<file path="src/rtl/gpr_wb_pkg.sv">
// gpr_wb_pkg: shared widths and the result-queue entry type for the GPR
// write-back unit.
//   REG_AW     - GPR address width (32 registers)
//   DATA_W     - GPR data width
//   CNT_W      - width of the head starvation counter (holds up to 15)
//   wb_entry_t - one pending memory result {valid, dst, data}; valid drops
//                when a newer ALU result to the same register overtakes it
// Optional feature macro used by the files that import this package:
//   GPR_WB_BYPASS_EN
package gpr_wb_pkg;

    localparam int REG_AW = 5;
    localparam int DATA_W = 32;
    localparam int CNT_W  = 4;

    typedef struct packed {
        logic              valid;
        logic [REG_AW-1:0] dst;
        logic [DATA_W-1:0] data;
    } wb_entry_t;

endpackage

</file>
<file path="src/rtl/gpr_wb_fifo.sv">
// gpr_wb_fifo: in-order queue of pending memory results with per-entry
// invalidation by destination register.
// Ports:
//   clk, rst_n           - clock, asynchronous active-low reset
//   push/push_dst/data   - append an entry at the tail (caller guarantees !full)
//   pop                  - drop the head entry (caller guarantees !empty)
//   inv_en/inv_dst       - clear valid on every stored entry with dst == inv_dst,
//                          including the entry being pushed in the same cycle
//   full, empty          - registered occupancy flags
//   head                 - entry at the read pointer
//   entries, rd_idx      - whole storage and head index, only present when
//                          GPR_WB_BYPASS_EN is defined (used for bypass lookup)
// Macro: GPR_WB_BYPASS_EN
module gpr_wb_fifo
    import gpr_wb_pkg::*;
#(
    parameter int DEPTH = 4
) (
    input  logic              clk,
    input  logic              rst_n,
    input  logic              push,
    input  logic [REG_AW-1:0] push_dst,
    input  logic [DATA_W-1:0] push_data,
    input  logic              pop,
    input  logic              inv_en,
    input  logic [REG_AW-1:0] inv_dst,
    output logic              full,
    output logic              empty,
    output wb_entry_t         head
`ifdef GPR_WB_BYPASS_EN
    ,
    output wb_entry_t [DEPTH-1:0]         entries,
    output logic [$clog2(DEPTH)-1:0]      rd_idx
`endif
);

    localparam int AW = $clog2(DEPTH);

    wb_entry_t [DEPTH-1:0] mem_q;
    // One extra pointer bit separates full (MSBs differ) from empty (equal).
    logic [AW:0] wr_ptr;
    logic [AW:0] rd_ptr;
    logic [AW-1:0] wr_idx;
    logic [AW-1:0] rd_loc;

    assign wr_idx = wr_ptr[AW-1:0];
    assign rd_loc = rd_ptr[AW-1:0];
    assign empty  = (wr_ptr == rd_ptr);
    assign full   = (wr_ptr[AW] != rd_ptr[AW]) && (wr_idx == rd_loc);
    assign head   = mem_q[rd_loc];

`ifdef GPR_WB_BYPASS_EN
    assign entries = mem_q;
    assign rd_idx  = rd_loc;
`endif

    always_ff @(posedge clk or negedge rst_n) begin
        if (!rst_n) begin
            mem_q  <= '0;
            wr_ptr <= '0;
            rd_ptr <= '0;
        end else begin
            if (inv_en) begin
                for (int i = 0; i < DEPTH; i++) begin
                    if (mem_q[i].dst == inv_dst) begin
                        mem_q[i].valid <= 1'b0;
                    end
                end
            end
            // Popped slots are cleared so only occupied slots can look valid.
            if (pop) begin
                mem_q[rd_loc].valid <= 1'b0;
                rd_ptr <= rd_ptr + (AW+1)'(1);
            end
            if (push) begin
                mem_q[wr_idx].valid <= !(inv_en && (push_dst == inv_dst));
                mem_q[wr_idx].dst   <= push_dst;
                mem_q[wr_idx].data  <= push_data;
                wr_ptr <= wr_ptr + (AW+1)'(1);
            end
        end
    end

endmodule

</file>
<file path="src/rtl/gpr_wb_unit.sv">
// gpr_wb_unit: arbitrates ALU and memory results onto the single GPR write
// port. ALU results go straight to the registered write port; memory results
// wait in gpr_wb_fifo. A queue head that waits STARVE_MAX cycles stalls the ALU
// for one cycle so it can drain.
// Handshakes: an ALU result is consumed when alu_valid && !alu_stall, and the
// upstream holds alu_* stable otherwise; a memory result is consumed when
// mem_valid && mem_ready, and mem_ready depends only on registered queue state.
// Ports:
//   clk, rst_n                       - clock, asynchronous active-low reset
//   alu_valid/alu_dst/alu_data       - single-cycle result (youngest)
//   alu_stall                        - ALU result not consumed this cycle
//   mem_valid/mem_dst/mem_data       - multi-cycle result
//   mem_ready                        - queue has room
//   wb_we/wb_addr/wb_data            - registered GPR write port
//   lk_a/lk_b, lk_*_hit, lk_*_data   - pending-write bypass lookup
// Macro: GPR_WB_BYPASS_EN enables the lookup; otherwise lk_* outputs are 0.
module gpr_wb_unit
    import gpr_wb_pkg::*;
#(
    parameter int DEPTH      = 4,
    parameter int STARVE_MAX = 3
) (
    input  logic              clk,
    input  logic              rst_n,
    input  logic              alu_valid,
    input  logic [REG_AW-1:0] alu_dst,
    input  logic [DATA_W-1:0] alu_data,
    output logic              alu_stall,
    input  logic              mem_valid,
    input  logic [REG_AW-1:0] mem_dst,
    input  logic [DATA_W-1:0] mem_data,
    output logic              mem_ready,
    output logic              wb_we,
    output logic [REG_AW-1:0] wb_addr,
    output logic [DATA_W-1:0] wb_data,
    input  logic [REG_AW-1:0] lk_a,
    input  logic [REG_AW-1:0] lk_b,
    output logic              lk_a_hit,
    output logic              lk_b_hit,
    output logic [DATA_W-1:0] lk_a_data,
    output logic [DATA_W-1:0] lk_b_data
);

    logic             q_full;
    logic             q_empty;
    wb_entry_t        q_head;
    logic             push;
    logic             pop;
    logic             alu_wr;
    logic [CNT_W-1:0] starve_cnt;

`ifdef GPR_WB_BYPASS_EN
    localparam int AW = $clog2(DEPTH);
    wb_entry_t [DEPTH-1:0] q_entries;
    logic [AW-1:0]         q_rd_idx;
`endif

    assign alu_stall = (starve_cnt == CNT_W'(STARVE_MAX));
    // A consumed ALU result to r0 is dropped and leaves the write slot free.
    assign alu_wr    = alu_valid && !alu_stall && (alu_dst != '0);
    assign mem_ready = !q_full;
    assign push      = mem_valid && !q_full && (mem_dst != '0);
    // An invalidated head never needs the write slot, so it leaves even while
    // the ALU is writing; a valid head waits for a free slot.
    assign pop       = !q_empty && (!q_head.valid || !alu_wr);

    gpr_wb_fifo #(.DEPTH(DEPTH)) u_fifo (
        .clk       (clk),
        .rst_n     (rst_n),
        .push      (push),
        .push_dst  (mem_dst),
        .push_data (mem_data),
        .pop       (pop),
        .inv_en    (alu_wr),
        .inv_dst   (alu_dst),
        .full      (q_full),
        .empty     (q_empty),
        .head      (q_head)
`ifdef GPR_WB_BYPASS_EN
        ,
        .entries   (q_entries),
        .rd_idx    (q_rd_idx)
`endif
    );

    // A non-popped head is always valid, so counting "not popped" is enough.
    always_ff @(posedge clk or negedge rst_n) begin
        if (!rst_n) begin
            starve_cnt <= '0;
        end else if (q_empty || pop) begin
            starve_cnt <= '0;
        end else if (starve_cnt != CNT_W'(STARVE_MAX)) begin
            starve_cnt <= starve_cnt + CNT_W'(1);
        end
    end

    always_ff @(posedge clk or negedge rst_n) begin
        if (!rst_n) begin
            wb_we   <= 1'b0;
            wb_addr <= '0;
            wb_data <= '0;
        end else if (alu_wr) begin
            wb_we   <= 1'b1;
            wb_addr <= alu_dst;
            wb_data <= alu_data;
        end else if (pop && q_head.valid) begin
            wb_we   <= 1'b1;
            wb_addr <= q_head.dst;
            wb_data <= q_head.data;
        end else begin
            wb_we   <= 1'b0;
        end
    end

`ifdef GPR_WB_BYPASS_EN
    // Youngest pending value wins: incoming ALU result, then the newest valid
    // queue entry (scan oldest to newest, last match kept), then the write port.
    function automatic logic [DATA_W:0] lookup(input logic [REG_AW-1:0] a);
        logic              hit;
        logic [DATA_W-1:0] d;
        logic [AW-1:0]     idx;
        hit = 1'b0;
        d   = '0;
        idx = '0;
        if (a != '0) begin
            if (alu_wr && (alu_dst == a)) begin
                hit = 1'b1;
                d   = alu_data;
            end else begin
                for (int i = 0; i < DEPTH; i++) begin
                    idx = q_rd_idx + AW'(i);
                    if (q_entries[idx].valid && (q_entries[idx].dst == a)) begin
                        hit = 1'b1;
                        d   = q_entries[idx].data;
                    end
                end
                if (!hit && wb_we && (wb_addr == a)) begin
                    hit = 1'b1;
                    d   = wb_data;
                end
            end
        end
        return {hit, d};
    endfunction

    assign {lk_a_hit, lk_a_data} = lookup(lk_a);
    assign {lk_b_hit, lk_b_data} = lookup(lk_b);
`else
    logic lk_unused;
    assign lk_unused = ^{lk_a, lk_b};
    assign lk_a_hit  = 1'b0;
    assign lk_b_hit  = 1'b0;
    assign lk_a_data = '0;
    assign lk_b_data = '0;
`endif

endmodule

</file>
<file path="config.mk">
export PLATFORM = sky130hd
export DESIGN_NAME = gpr_wb_unit
export DESIGN_NICKNAME = d
export VERILOG_FILES = /design/src/rtl/gpr_wb_pkg.sv /design/src/rtl/gpr_wb_fifo.sv /design/src/rtl/gpr_wb_unit.sv
export SDC_FILE = /design/constraint.sdc
export NUM_CORES = 1
export LEC_CHECK = 0
export CORE_MARGIN = 2
export CORE_UTILIZATION = 55
export DETAILED_ROUTE_END_ITERATION = 7
export DONT_BUFFER_PORTS = 1
export GPL_TIMING_DRIVEN = 1
export PLACE_DENSITY = 0.7
export SETUP_SLACK_MARGIN = 0.3
export SYNTH_ARGS = -nofsm -noshare
export SYNTH_HDL_FRONTEND = slang
export SYNTH_SLANG_ARGS = --single-unit
export TNS_END_PERCENT = 30
</file>
<file path="constraint.sdc">
create_clock -name clk -period 2.7 [get_ports clk]
set_clock_uncertainty 0.1 [all_clocks]
set_input_delay 0.405 -clock clk [delete_from_list [all_inputs] [get_ports clk]]
set_output_delay 0.405 -clock clk [all_outputs]
set_load 0.01 [all_outputs]
</file>
**Word level (Yosys, flattened, before mapping)**

Cells that the tools add are included.

- Multiplexer cells: 32
- Reduce and logical (&&, ||, !) cells: 22
- $add $sub $neg: 3
- Magnitude comparators: 4
- Equal/unequal tests: 10

Operators by type and width:

| kind | number |
|---|---|
| bitwise mux 152 bit | 4 |
| demux 38 bit (select 2 bit) | 4 |
| 2-to-1 mux 152 bit | 2 |
| 2-to-1 mux 38 bit | 3 |
| 2-to-1 mux 32 bit | 3 |
| binary-select mux 38 bit (select 2 bit) | 1 |
| 2-to-1 mux 37 bit | 1 |
| equality test 5 bit | 5 |
| logical AND 1 bit | 10 |
| 2-to-1 mux 1 bit | 10 |
| 2-to-1 mux 5 bit | 2 |
| nonzero test 5 bit | 2 |
| 2-to-1 mux 4 bit | 2 |
| adder 3 x 1 -> 3 bit, second input constant | 2 |
| zero test 1 bit | 6 |
| < comparator 2 x 3 -> 1 bit, second input constant | 2 |
| adder 4 x 1 -> 4 bit, second input constant | 1 |
| equality test 4 x 2 -> 1 bit, second input constant | 1 |
| >= comparator 2 x 1 -> 1 bit, second input constant | 2 |
| inequality test 4 x 2 -> 1 bit, second input constant | 1 |
| nonzero test 2 bit | 2 |
| equality test 3 bit | 1 |
| equality test 2 bit | 1 |
| logical OR 1 bit | 2 |
| inequality test 1 bit | 1 |

- Register bits: 200
- Input bits: 88

**Depth between registers and ports, before layout**

Gate-level depths: netlist of the first run.

- Depth in word-level cells: 12
- Depth in mapped cells: 8
- Depth with buffers taken out: 5

**Hierarchy**

Synthesis of the first run repeated with hierarchy kept, for this count alone.

- Cells, all modules: 708
- Area total of the unflattened synthesis: 9730.6 um2

By module, submodules not included:

| module | area each (um2) | cells each | instances | sequential area each (um2) |
|---|---|---|---|---|
| gpr_wb_fifo | 7279.5 | 453 | 1 | 3953.8 |
| gpr_wb_unit | 2451.1 | 255 | 1 | 1051.0 |

**Worst setup path after synthesis of the first run**

OpenSTA, ideal clock, no wires.

- Kind: input-to-reg
- Start point: in alu_dst[2]
- End point: reg wb_data[23]
- Arrival time: 2153 ps
- Data required time: 2475 ps
- Path buffers: 3
- Setup time: 125 ps
- Path slack: 322 ps
- Cell stages on the path: 7
- Cell sequence: buf_2 > or4_4 > o211ai_2 > buf_6 > buf_4 > mux2_2 > mux2_4

- Word-level cells in the longest chain between the ends: 7
- Elaborated cells between the ends (all ways): 8

RTL lines:

| what | line | RTL |
|---|---|---|
| from (decl) | gpr_wb_unit.sv:26 | `input logic [REG_AW-1:0] alu_dst,` |
| nonzero test 5 bit (*) | gpr_wb_unit.sv:60 | `assign alu_wr = alu_valid && !alu_stall && (alu_dst != '0);` |
| logical AND 1 bit (*) | gpr_wb_unit.sv:60 |  |
| zero test 1 bit | gpr_wb_unit.sv:65 | `assign pop = !q_empty && (!q_head.valid \|\| !alu_wr);` |
| logical OR 1 bit | gpr_wb_unit.sv:65 |  |
| logical AND 1 bit | gpr_wb_unit.sv:65 |  |
| logical AND 1 bit | gpr_wb_unit.sv:106 | `end else if (pop && q_head.valid) begin` |
| nonzero test 2 bit (no source line) | - |  |
| to (signal assigned) | gpr_wb_unit.sv:105 | `wb_data <= alu_data;` |
| to (signal assigned) | gpr_wb_unit.sv:109 | `wb_data <= q_head.data;` |
| to (decl) | gpr_wb_unit.sv:35 | `output logic [DATA_W-1:0] wb_data,` |

Mark *: on every way between the ends. The rest lies on a longest branch, timed or not.
A chain may end at the register's enable or synchronous reset.

**Worst setup path in the final report of the first run**

- Start point: reg starve_cnt[0]
- End point: reg wb_data[22]

- Word-level cells in the longest chain between the ends: 9
- Elaborated cells between the ends (all ways): 10

RTL lines:

| what | line | RTL |
|---|---|---|
| from (decl) | gpr_wb_unit.sv:50 | `logic [CNT_W-1:0] starve_cnt;` |
| from (signal assigned) | gpr_wb_unit.sv:93 | `starve_cnt <= starve_cnt + CNT_W'(1);` |
| equality test 4 x 2 -> 1 bit (*) | gpr_wb_unit.sv:58 | `assign alu_stall = (starve_cnt == CNT_W'(STARVE_MAX));` |
| zero test 1 bit (*) | gpr_wb_unit.sv:60 |  |
| logical AND 1 bit (*) (2 in series) | gpr_wb_unit.sv:60 |  |
| zero test 1 bit | gpr_wb_unit.sv:65 |  |
| logical OR 1 bit | gpr_wb_unit.sv:65 |  |
| logical AND 1 bit | gpr_wb_unit.sv:65 |  |
| logical AND 1 bit | gpr_wb_unit.sv:106 |  |
| nonzero test 2 bit (no source line) | - |  |

Marks and branches as above.

==> summary.md, run 1 <==
| Metric | Value |
|---|---|
| First-pass GRT wire length | `31.9 mm` |
| Avg Cell Area, Syn | `15.0 µm²` |
| Failing checks | `negative hold slack` |
| Routability congestion estimate | `0.833` |
| Most frequent cells in the layout | `dfrtp_1, mux2_2, conb_1, mux4_2, mux2_4` |
| Status | `finished with violations` |
| Cell count after synthesis | `671` |
| Final worst-path setup slack | `0.408 ns` |
| Starting Density | `55.9%` |
| Post-synth top area share | `49.8%` |
| Worst Hold Class | `in2async` |
| Setup violations, final | `0` |
| Placed standard-cell area | `0.0101 mm²` |
| Sequential element share of the synthesized area | `49.8%` |
| Rel. slew slack | `55.4%` |
| Inst Count DP | `874` |
| Die ar. | `0.0194 mm²` |
| Clock Path Buffers | `2` |
| Vias | `5,244` |
| Synth Warn # | `0` |
| Core area | `0.0180 mm²` |
| Final min period | `2.29 ns` |
| Grt total ovfl | `0` |
| CP max FO | `11` |
| DR iter-0 viols | `197` |
| Total number of H-tree levels | `4` |
| CP Capture Type | `flip-flop` |
| Mapped cell area | `0.0100 mm²` |
| Critical Path Source Type | `flip-flop` |
| Drt total wl | `19.9 mm` |
| 1st-pass router iterations | `4` |
| Largest cells by area after synthesis | `dfrtp_1, mux2_2, mux4_2` |
| Total leakage power | `0.00479 µW` |
| Total CTS buffers | `17` |
| Die width | `139 µm` |
| Clock slew at reported path FFs | `0.07 ns` |
| Max-cap violations | `0` |
| CP Class | `reg2reg` |
| Netlist cell types | `36` |
| Critical path's slowest cell | `or3b_4` |
| Slowest stage delay, CP | `0.42 ns` |
| Post-route ant nets | `0` |
| Final Cycle Share | `84.9%` |
| Arrival time worst endpoint | `2.51 ns` |
| Most common cell after layout, fill and taps aside | `dfrtp_1` |
| PwrDens | `1270 mW/mm²` |
| Nets | `781` |
| Post-synth EDFFs | `0` |
| Dpl ws | `0.0926 ns` |
| Largest net degree at the start of global routing | `201` |
| Setup TNS | `0 ns` |
| Worst hold margin | `-0.426 ns` |
| Crit path cell chain | `ha_1 > or3b_4 > o211ai_4 > buf_4 > buf_12 > mux2_2 > mux2_4` |
| Design area | `0.0109 mm²` |
| Residual DRC count | `0` |
| RSZ-0062 raised after global routing | `false` |
| Vias in the first global route | `5,708` |
| Peak Freq | `0.436 GHz` |
| CTS root buffer | `clkbuf_16` |
| Fin cells | `927` |
| Share of layout cells above drive strength 1 | `46.2%` |
| CP bufs+invs | `2` |
| Ports | `194` |
| Die Height | `139 µm` |
| Final hold viol count | `200` |
| Filler instances | `1,375` |
| Clock latency at the later pin of the worst-skew pair | `0.44 ns` |
| Vias per inst | `5.66` |
| GRT Resource Usage Total | `21.4%` |
| Final Max Slew Viols | `0` |
| Ys flop type | `dfrtp_1` |
| CTS tree | `yes` |
| Worst vdd ir | `791 µV` |
| Yosys reg bits | `200` |
| Buffers on Ports | `0` |
| Syn-to-layout area delta | `8.39%` |
| Post-DR wirelength/cell | `21.5 µm` |
| Async SR Flop Fraction | `100%` |
| CP required | `2.92 ns` |
| Crit path max-delay family | `multiplexers` |
| CTS Sinks | `200` |
| Slew of the pin with the lowest slew margin | `0.668 ns` |
| Dominant cell type by area after synthesis | `dfrtp_1` |
| Initial antenna violation count | `0` |
| DPL Wire Length | `12.6 mm` |
| Cell Rows | `49` |
state kept, by name, summed over array words and instances, names as in the netlist:
name           count
u_fifo.mem_q     152
u_fifo.rd_ptr      3
wb_addr            5
u_fifo.wr_ptr      3
wb_data           32
wb_we              1
starve_cnt         4
layout make-up:
cell class	count	area, µm²	area share [%]
flip-flops and latches	200	5010	46.0
multi-input cells	423	4520	41.5
repair buffers	36	462	4.24
clock buffers	20	447	4.10
well taps	229	287	2.63
clock inverters	12	141	1.30
inverters	6	22.5	0.207
diodes	1	2.50	0.0230
kinds of logic (layout without fill, tap and decap cells):
family                     after synthesis  after routing  synth area share (%)
DFF                                    200            200                  49.8
buffers and inverters                  113             74                  8.04
and+or+nand+nor                         35             35                  1.97
AOI/OAI and AO/OA                       21             21                  1.89
other                                    1             67                0.0373
xor gates and xnor gates                35             35                  3.05
muxes                                  257            257                  34.1
adders and majority gates                9              9                  1.12
worst paths after layout:
path / startpoint / to / slack, ns / cells past startpoint
setup / recovery: starve_cnt[0] / wb_data[22] / 0.41 / 7
hold reg to reg: starve_cnt[0] / starve_cnt[0] / 0.37 / 1
min in group clk: alu_valid / wb_addr[3] / 0.01 / 2
max in group asynchronous: rst_n / u_fifo.mem_q[64] / 2.50 / 0
setup reg to reg: starve_cnt[0] / wb_data[22] / 0.41 / 7
hold / removal: rst_n / starve_cnt[2] / -0.43 / 0
per-layer routing:
metal / global-route usage, % / routed length [µm] / share of wire [%] / up-vias
li1: - / - / - / 2310
met4: 6.06 / 262 / 1.3 / 0
met1: 27.8 / 8390 / 42 / 2761
met3: 6.01 / 1110 / 5.6 / 16
met5: 0 / 0 / 0 / -
met2: 35.7 / 10100 / 51 / 157
power by group:
part / internal (µW) / switching, µW / total [µW]
combinational: 3520 / 2180 / 5690
sequential: 4550 / 1060 / 5600
clock: 1410 / 1130 / 2540
what timing repair did:
item	4_1_cts	5_1_grt
hold endpoints to repair	206	212
buffers inserted	1	3
gates resized for setup	4	1
hold buffers	5	10
gates cloned	1	0
pin swaps	1	1
setup endpoints to repair	26	22
through the flow:
stage | utilization (%) | power [µW]
after floorplan | - | 10100
after global placement | 56.0 | 11000
after detailed placement | 56.0 | 11300
after CTS | 59.9 | 13900
after global routing | 60.6 | 14700
final | 60.6 | 13800
cells in the mapped netlist (all sizes together), types with 2 or more instances:
cell type and number:
dfrtp 200, o32ai 4, clkbuf 7, mux2 216, nor2 8, nor3b 4
mux4 38, mux2i 3, nand3 7, xor2 15, ha 9, a21bo 4
nor4 5, o211a 5, buf 100, xnor2 20, inv 6, a21oi 3
nand2 5, or4 2
No activity file was read; power rests on OpenSTA's default activity.
==> run 2: changes to the inputs <==
==> constraint.sdc (replaced) <==
create_clock -name clk -period 2.25 [get_ports clk]
set_clock_uncertainty 0.1 [all_clocks]
set_input_delay 0.3375 -clock clk [delete_from_list [all_inputs] [get_ports clk]]
set_output_delay 0.3375 -clock clk [all_outputs]
set_load 0.01 [all_outputs]
==> run 2 against run 1 <==
The flow still finishes with violations (negative hold slack). Combinational power increased by 53%. Count of clock-buffer cells in the layout decreased by 2. Critical path type unchanged. Highest routed layer unchanged. Non-clock buffer count increased by 70. Hold slack got worse by 0.077 ns. Die area unchanged.
==> summary.md, run 2 (synthesis results as in run 1) <==
| Metric | Value |
|---|---|
| Vias per inst | `5.61 (-0.82%)` |
| Placed standard-cell area | `0.0104 mm² (+3.5%)` |
| Filler instances | `1,225 (-11%)` |
| Largest regs | `u_fifo.mem_q (152), wb_data (32), wb_addr (5)` |
| Slowest stage delay, CP | `0.41 ns (about the same)` |
| Syn-to-layout area delta | `21.9%` |
| CP bufs+invs | `2 (unchanged)` |
| Post-route ant nets | `0 (unchanged)` |
| RSZ-0062 raised after global routing | `true` |
| Worst hold margin | `-0.503 ns (-0.0771 ns)` |
| CTS tree | `yes` |
| Die ar. | `0.0194 mm² (unchanged)` |
| Crit path max-delay family | `multiplexers` |
| Peak Freq | `0.453 GHz (+3.8%)` |
| ANT cells | `0 (-1)` |
| Clock latency at the later pin of the worst-skew pair | `0.43 ns (about the same)` |
| Final min period | `2.21 ns (-0.0831 ns)` |
| Most frequent cells in the layout | `dfrtp_1, mux2_4, mux2_2, conb_1, dlygate4sd3_1` |
| CTS root buffer | `clkbuf_16` |
| CP required | `2.47 ns (-0.45 ns)` |
| Setup violations, final | `0 (unchanged)` |
| Die Height | `139 µm (unchanged)` |
| Post-DR wirelength/cell | `22.0 µm (+2.3%)` |
| Total number of H-tree levels | `4 (unchanged)` |
| Critical path's slowest cell | `or3b_4` |
| CP Class | `reg2reg` |
| Failing checks | `negative hold slack` |
| CTS Hold Bufs | `42 (+37)` |
| Initial antenna violation count | `0 (unchanged)` |
| Biggest register | `u_fifo.mem_q` |
| Ports | `194 (unchanged)` |
| Nets | `851 (+9.0%)` |
| Residual DRC count | `0 (unchanged)` |
| Most common cell after layout, fill and taps aside | `dfrtp_1` |
| Reg area | `0.00501 mm² (about the same)` |
| Vias in the first global route | `6,052 (+6.0%)` |
| PwrDens | `1500 mW/mm² (+18%)` |
| DR iter-0 viols | `255 (+29%)` |
| Total leakage power | `0.00564 µW (+18%)` |
| Max FFs per register | `152 (unchanged)` |
| Most used cell, CP | `mux2_4` |
| Vias | `5,588 (+6.6%)` |
| Worst Hold Class | `in2async` |
| Buffers on Ports | `0 (unchanged)` |
| 1st-pass router iterations | `4 (unchanged)` |
| Grt total ovfl | `0 (unchanged)` |
| Cell Rows | `49 (unchanged)` |
| Arrival time worst endpoint | `2.43 ns (-0.08 ns)` |
| CP Capture Type | `flip-flop` |
| Drt total wl | `21.9 mm (+9.9%)` |
| Critical Path Source Type | `flip-flop` |
| Final worst-path setup slack | `0.0411 ns (-0.367 ns)` |
| Routability congestion estimate | `0.863 (+3.7%)` |
| Starting Density | `55.9% (unchanged)` |
| Total CTS buffers | `17 (unchanged)` |
| Worst vdd ir | `822 µV (+4.0%)` |
| R2r setup slk | `0.04 ns (-0.37 ns)` |
| Final hold viol count | `200 (unchanged)` |
| Die width | `139 µm (unchanged)` |
| CP max FO | `7 (-4)` |
| Core area | `0.0180 mm² (unchanged)` |
| Share of layout cells above drive strength 1 | `50.3% (+4.1 points)` |
| DPL Wire Length | `13.0 mm (+3.1%)` |
| Crit path cell chain | `ha_2 > or3b_4 > o211ai_4 > buf_6 > clkbuf_16 > mux2_4 > mux2_4` |
| Final Cycle Share | `98.2% (+13 points)` |
| Max-cap violations | `0 (unchanged)` |
| Clock slew at reported path FFs | `0.07 ns (about the same)` |
| GRT Resource Usage Total | `22.3% (+0.90 points)` |
| Multi-input logic area | `0.00499 mm² (+10%)` |
| Clock Path Buffers | `2 (unchanged)` |
| Final Max Slew Viols | `0 (unchanged)` |
| Largest net degree at the start of global routing | `201 (unchanged)` |
| CTS Sinks | `200 (unchanged)` |
| Design area | `0.0122 mm² (+12%)` |
| Dpl ws | `-0.0365 ns (-0.129 ns)` |
| Status | `finished with violations` |
| First-pass GRT wire length | `33.5 mm (+5.1%)` |
run 2: final timing paths:
path / cells past startpoint / start / endpoint
worst max-delay path: 7 / starve_cnt[0] / wb_data[21]
worst min-delay path: 0 / rst_n / wb_data[28]
worst max register to register: 7 / starve_cnt[0] / wb_data[21]
worst min register to register: 1 / u_fifo.mem_q[47] / u_fifo.mem_q[47]
max in group asynchronous: 0 / rst_n / u_fifo.mem_q[54]
min in group clk: 2 / alu_data[18] / wb_data[18]
run 2: routing by layer:
metal	wire [µm]	part of all wire [%]	track usage [%]
met5	0	0	0
met4	315	1.4	5.26
met3	958	4.4	5.21
met2	11300	52	38.2
met1	9280	42	29.2
run 2: power breakdown:
part,internal [µW],switching (µW)
clock,1550,1420
sequential,5460,1300
combinational,5550,3130
run 2: worst register-to-register path: cells and delay by family, from the launching register on:
kind | cells | cell delay [ns]
multiplexers | 2 | 0.55
buffers and inverters | 2 | 0.34
flip-flops | 1 | 0.36
adder cells (fa/ha/maj) | 1 | 0.19
AND/OR/NAND/NOR | 1 | 0.41
AO/OA/AOI/OAI | 1 | 0.15
run 2: what timing repair did:
action | CTS | global route
setup endpoints to repair | 193 | 197
pin swaps | 4 | 14
endpoints found under the hold margin | 352 | 200
resized for setup | 29 | 59
setup buffers | 9 | 17
gates cloned | 5 | 4
run 2: layout make-up:
type                            instances  share of cell area [%]
Inverter                                6                   0.184
Multi-Input combinational cell        423                    40.8
Sequential cell                       200                    40.9
Clock buffer                           18                    3.51
Clock inverter                         14                    1.12
Timing Repair Buffer                  106                    11.2
Tap cell                              229                    2.34
run 2: metrics by stage:
| stage | instances | power [µW] | util (%) | TNS [ns] | hold WS, ns |
|---|---|---|---|---|---|
| 3_3_place_gp | 887 | 13800 | 57.9 | 0 | -0.0528 |
| 4_1_cts | 975 | 17700 | 65.4 | 0 | -0.520 |
| 2_1_floorplan | 736 | 12600 | - | -0.238 | -0.0581 |
| 6_report | 996 | 18400 | 68.2 | 0 | -0.503 |
| 3_5_place_dp | 887 | 14100 | 57.9 | -0.325 | -0.0540 |
| 5_1_grt | 996 | 19400 | 68.2 | -0.194 | -0.529 |
==> run 3: changes to the inputs <==
--- a/config.mk
+++ b/config.mk
@@ -10,6 +10,7 @@
 export DETAILED_ROUTE_END_ITERATION = 7
 export DONT_BUFFER_PORTS = 1
 export GPL_TIMING_DRIVEN = 1
+export HOLD_SLACK_MARGIN = 0.06
 export PLACE_DENSITY = 0.7
 export SETUP_SLACK_MARGIN = 0.3
 export SYNTH_ARGS = -nofsm -noshare
==> constraint.sdc (replaced) <==
create_clock -name clk -period 2.25 [get_ports clk]
set_clock_uncertainty 0.1 [all_clocks]
set_input_delay 0.3375 -clock clk [delete_from_list [all_inputs] [get_ports clk]]
set_output_delay 0.3375 -clock clk [all_outputs]
set_load 0.05 [all_outputs]
==> run 3 against run 2 <==
The flow still finishes with violations (negative hold slack). Count of clock-buffer cells in the layout down 1. Sequential share of layout area down 0.40 points. Largest power group unchanged. Non-clock buffer count up 3. Hold slack better by 0.0049 ns. Total power up 9.5%. Clock power up 5%. Via count up 2.0%. Critical path depth unchanged. Final cell count up 0.20%.
==> summary.md, run 3 (synthesis results as in run 1) <==
| Metric | Value |
|---|---|
| Status | `finished with violations` |
| Failing checks | `negative hold slack` |
| R2r setup slk | `0.05 ns (about the same)` |
| 1st-pass router iterations | `5 (+1)` |
| Gate power share | `45.6% (-1.5 points)` |
| DR iter-0 viols | `246 (-3.5%)` |
| Vias | `5,698 (+2.0%)` |
| Drt total wl | `22.8 mm (+4.3%)` |
| Final min period | `2.20 ns (-0.00963 ns)` |
| Final hold viol count | `200 (unchanged)` |
| CP required | `2.46 ns (about the same)` |
| Max-cap violations | `0 (unchanged)` |
| Largest regs | `u_fifo.mem_q (152), wb_data (32), wb_addr (5)` |
| Worst Hold Class | `in2async` |
| Routability congestion estimate | `0.844 (-2.2%)` |
| RSZ-0062 raised after global routing | `true` |
| Total number of H-tree levels | `4 (unchanged)` |
| Switching part of the total | `35.7% (+3.9 points)` |
| PwrDens | `1630 mW/mm² (+8.4%)` |
| Part of the power in registers | `39.0% (+2.3 points)` |
| Clock slew at reported path FFs | `0.07 ns (about the same)` |
| Core Util, Final | `68.8% (+0.68 points)` |
| Buffers on Ports | `0 (unchanged)` |
| Largest net degree at the start of global routing | `201 (unchanged)` |
| Vias in the first global route | `6,301 (+4.1%)` |
| Max FFs per register | `152 (unchanged)` |
| CTS Hold Bufs | `42 (unchanged)` |
| Starting Density | `55.9% (unchanged)` |
| Nets | `854 (+0.35%)` |
| Initial antenna violation count | `0 (unchanged)` |
| Critical path's slowest cell | `or3b_4` |
| Cell Rows | `49 (unchanged)` |
| GRT Resource Usage Total | `23.8% (+1.4 points)` |
| Final Max Slew Viols | `0 (unchanged)` |
| Fin cells | `998 (+0.20%)` |
| Worst vdd ir | `1020 µV (+24%)` |
| First-pass GRT wire length | `35.6 mm (+6.0%)` |
| Most used cell, CP | `mux2_4` |
| Switching power | `7200 µW (+23%)` |
| Clock latency at the later pin of the worst-skew pair | `0.43 ns (about the same)` |
| Clock Path Buffers | `2 (unchanged)` |
| ANT cells | `0 (unchanged)` |
| Crit path max-delay family | `multiplexers` |
| P_int | `13,000 µW (+3.2%)` |
| Most common cell after layout, fill and taps aside | `dfrtp_1` |
| Most frequent cells in the layout | `dfrtp_1, mux2_4, mux2_2, conb_1, dlygate4sd3_1` |
| Clk pwr share | `15.4% (-0.8 points)` |
| CTS Sinks | `200 (unchanged)` |
| Rel. slew slack | `64.4%` |
| Total leakage power | `0.00575 µW (+1.8%)` |
| CTS tree | `yes` |
| Syn-to-layout area delta | `23.1%` |
| Share of layout cells above drive strength 1 | `49.7% (-0.65 points)` |
| Peak Freq | `0.455 GHz (+0.44%)` |
| Core area | `0.0180 mm² (unchanged)` |
| Post-route ant nets | `0 (unchanged)` |
| Die ar. | `0.0194 mm² (unchanged)` |
| CP max FO | `6 (-1)` |
| Residual DRC count | `0 (unchanged)` |
| Biggest register | `u_fifo.mem_q` |
| CP bufs+invs | `2 (unchanged)` |
| Crit path cell chain | `ha_2 > or3b_4 > o211ai_4 > buf_12 > buf_16 > mux2_4 > mux2_4` |
| Grt total ovfl | `0 (unchanged)` |
| Critical Path Source Type | `flip-flop` |
| Total CTS buffers | `17 (unchanged)` |
| Die Height | `139 µm (unchanged)` |
| Die width | `139 µm (unchanged)` |
| Vias per inst | `5.71 (+1.8%)` |
| Final Cycle Share | `97.7% (-0.43 points)` |
| DPL Wire Length | `13.6 mm (+4.1%)` |
| Slowest stage delay, CP | `0.41 ns (about the same)` |
| CTS root buffer | `clkbuf_16` |
| Ports | `194 (unchanged)` |
| CP Capture Type | `flip-flop` |
| Post-DR wirelength/cell | `22.9 µm (+4.1%)` |
| Slew of the pin with the lowest slew margin | `0.535 ns` |
| Arrival time worst endpoint | `2.41 ns (-0.02 ns)` |
| CP Class | `reg2reg` |
| Setup violations, final | `0 (unchanged)` |
| Worst hold margin | `-0.498 ns (+0.00495 ns)` |
| Inst Count DP | `887 (unchanged)` |
==> run 3: cell types whose count changed in the layout (fill, tap and decap cells not counted), moves of 3 or more <==
cell,change
buf_6,-3
clkinv_2,+3
inv_6,-3
mux2_2,-7
mux2_4,+7
nor4_1,+5
nor4_4,-3
==> run 3: final cells by class <==
class,count,area (µm²)
clock buffers,17,425
clock inverters,14,174
fillers,1201,5600
inverters,6,26.3
multi-input cells,423,4970
flip-flops and latches,200,5010
well taps,229,287
repair buffers,109,1480
==> run 3: what timing repair did <==
item	4_1_cts	5_1_grt
pin swaps	4	3
resized for setup	42	33
endpoints found under the hold margin	352	200
cloned	9	4
endpoints found under the setup margin	192	199
buffers inserted	15	10
==> run 3: layer usage <==
layer | track usage, % | vias to the layer above | routed length, µm
li1 | - | 2463 | -
met5 | 0 | - | 0
met1 | 30.8 | 3022 | 9570
met3 | 5.25 | 30 | 1000
met4 | 6.33 | 0 | 457
met2 | 40.8 | 183 | 11800
==> run 3: metrics by stage <==
| stage | hold slack (ns) | total power, µW | setup TNS, ns | cell area [µm²] | setup WS (ns) |
|---|---|---|---|---|---|
| final | -0.498 | 20200 | 0 | 12400 | 0.0507 |
| after detailed placement | -0.0525 | 15600 | -0.569 | 10400 | -0.0471 |
| after global routing | -0.518 | 21100 | 0 | 12400 | 0.000687 |
| after floorplan | -0.0581 | 14100 | -0.238 | 10600 | -0.0195 |
| after CTS | -0.515 | 19700 | 0 | 12100 | 0.0555 |
| after global placement | -0.0511 | 15200 | 0 | 10400 | 0.0105 |
==> run 3: final timing paths <==
| check | from | end | cells past startpoint |
|---|---|---|---|
| max | starve_cnt[0] | wb_data[18] | 7 |
| max in group asynchronous | rst_n | u_fifo.mem_q[17] | 0 |
| max reg2reg | starve_cnt[0] | wb_data[18] | 7 |
| min reg2reg | u_fifo.mem_q[76] | u_fifo.mem_q[76] | 1 |
| min | rst_n | u_fifo.mem_q[28] | 0 |
| min in group clk | alu_data[27] | wb_data[27] | 2 |
==> run 3: power groups by stage <==
stage | clock [µW] | sequential, µW | combinational, µW
global route | 3320 | 8080 | 9740
global placement | 0 | 7700 | 7490
finish | 3110 | 7860 | 9200
detailed placement | 0 | 7890 | 7710
floorplan | 0 | 7460 | 6610
CTS | 3170 | 7820 | 8730
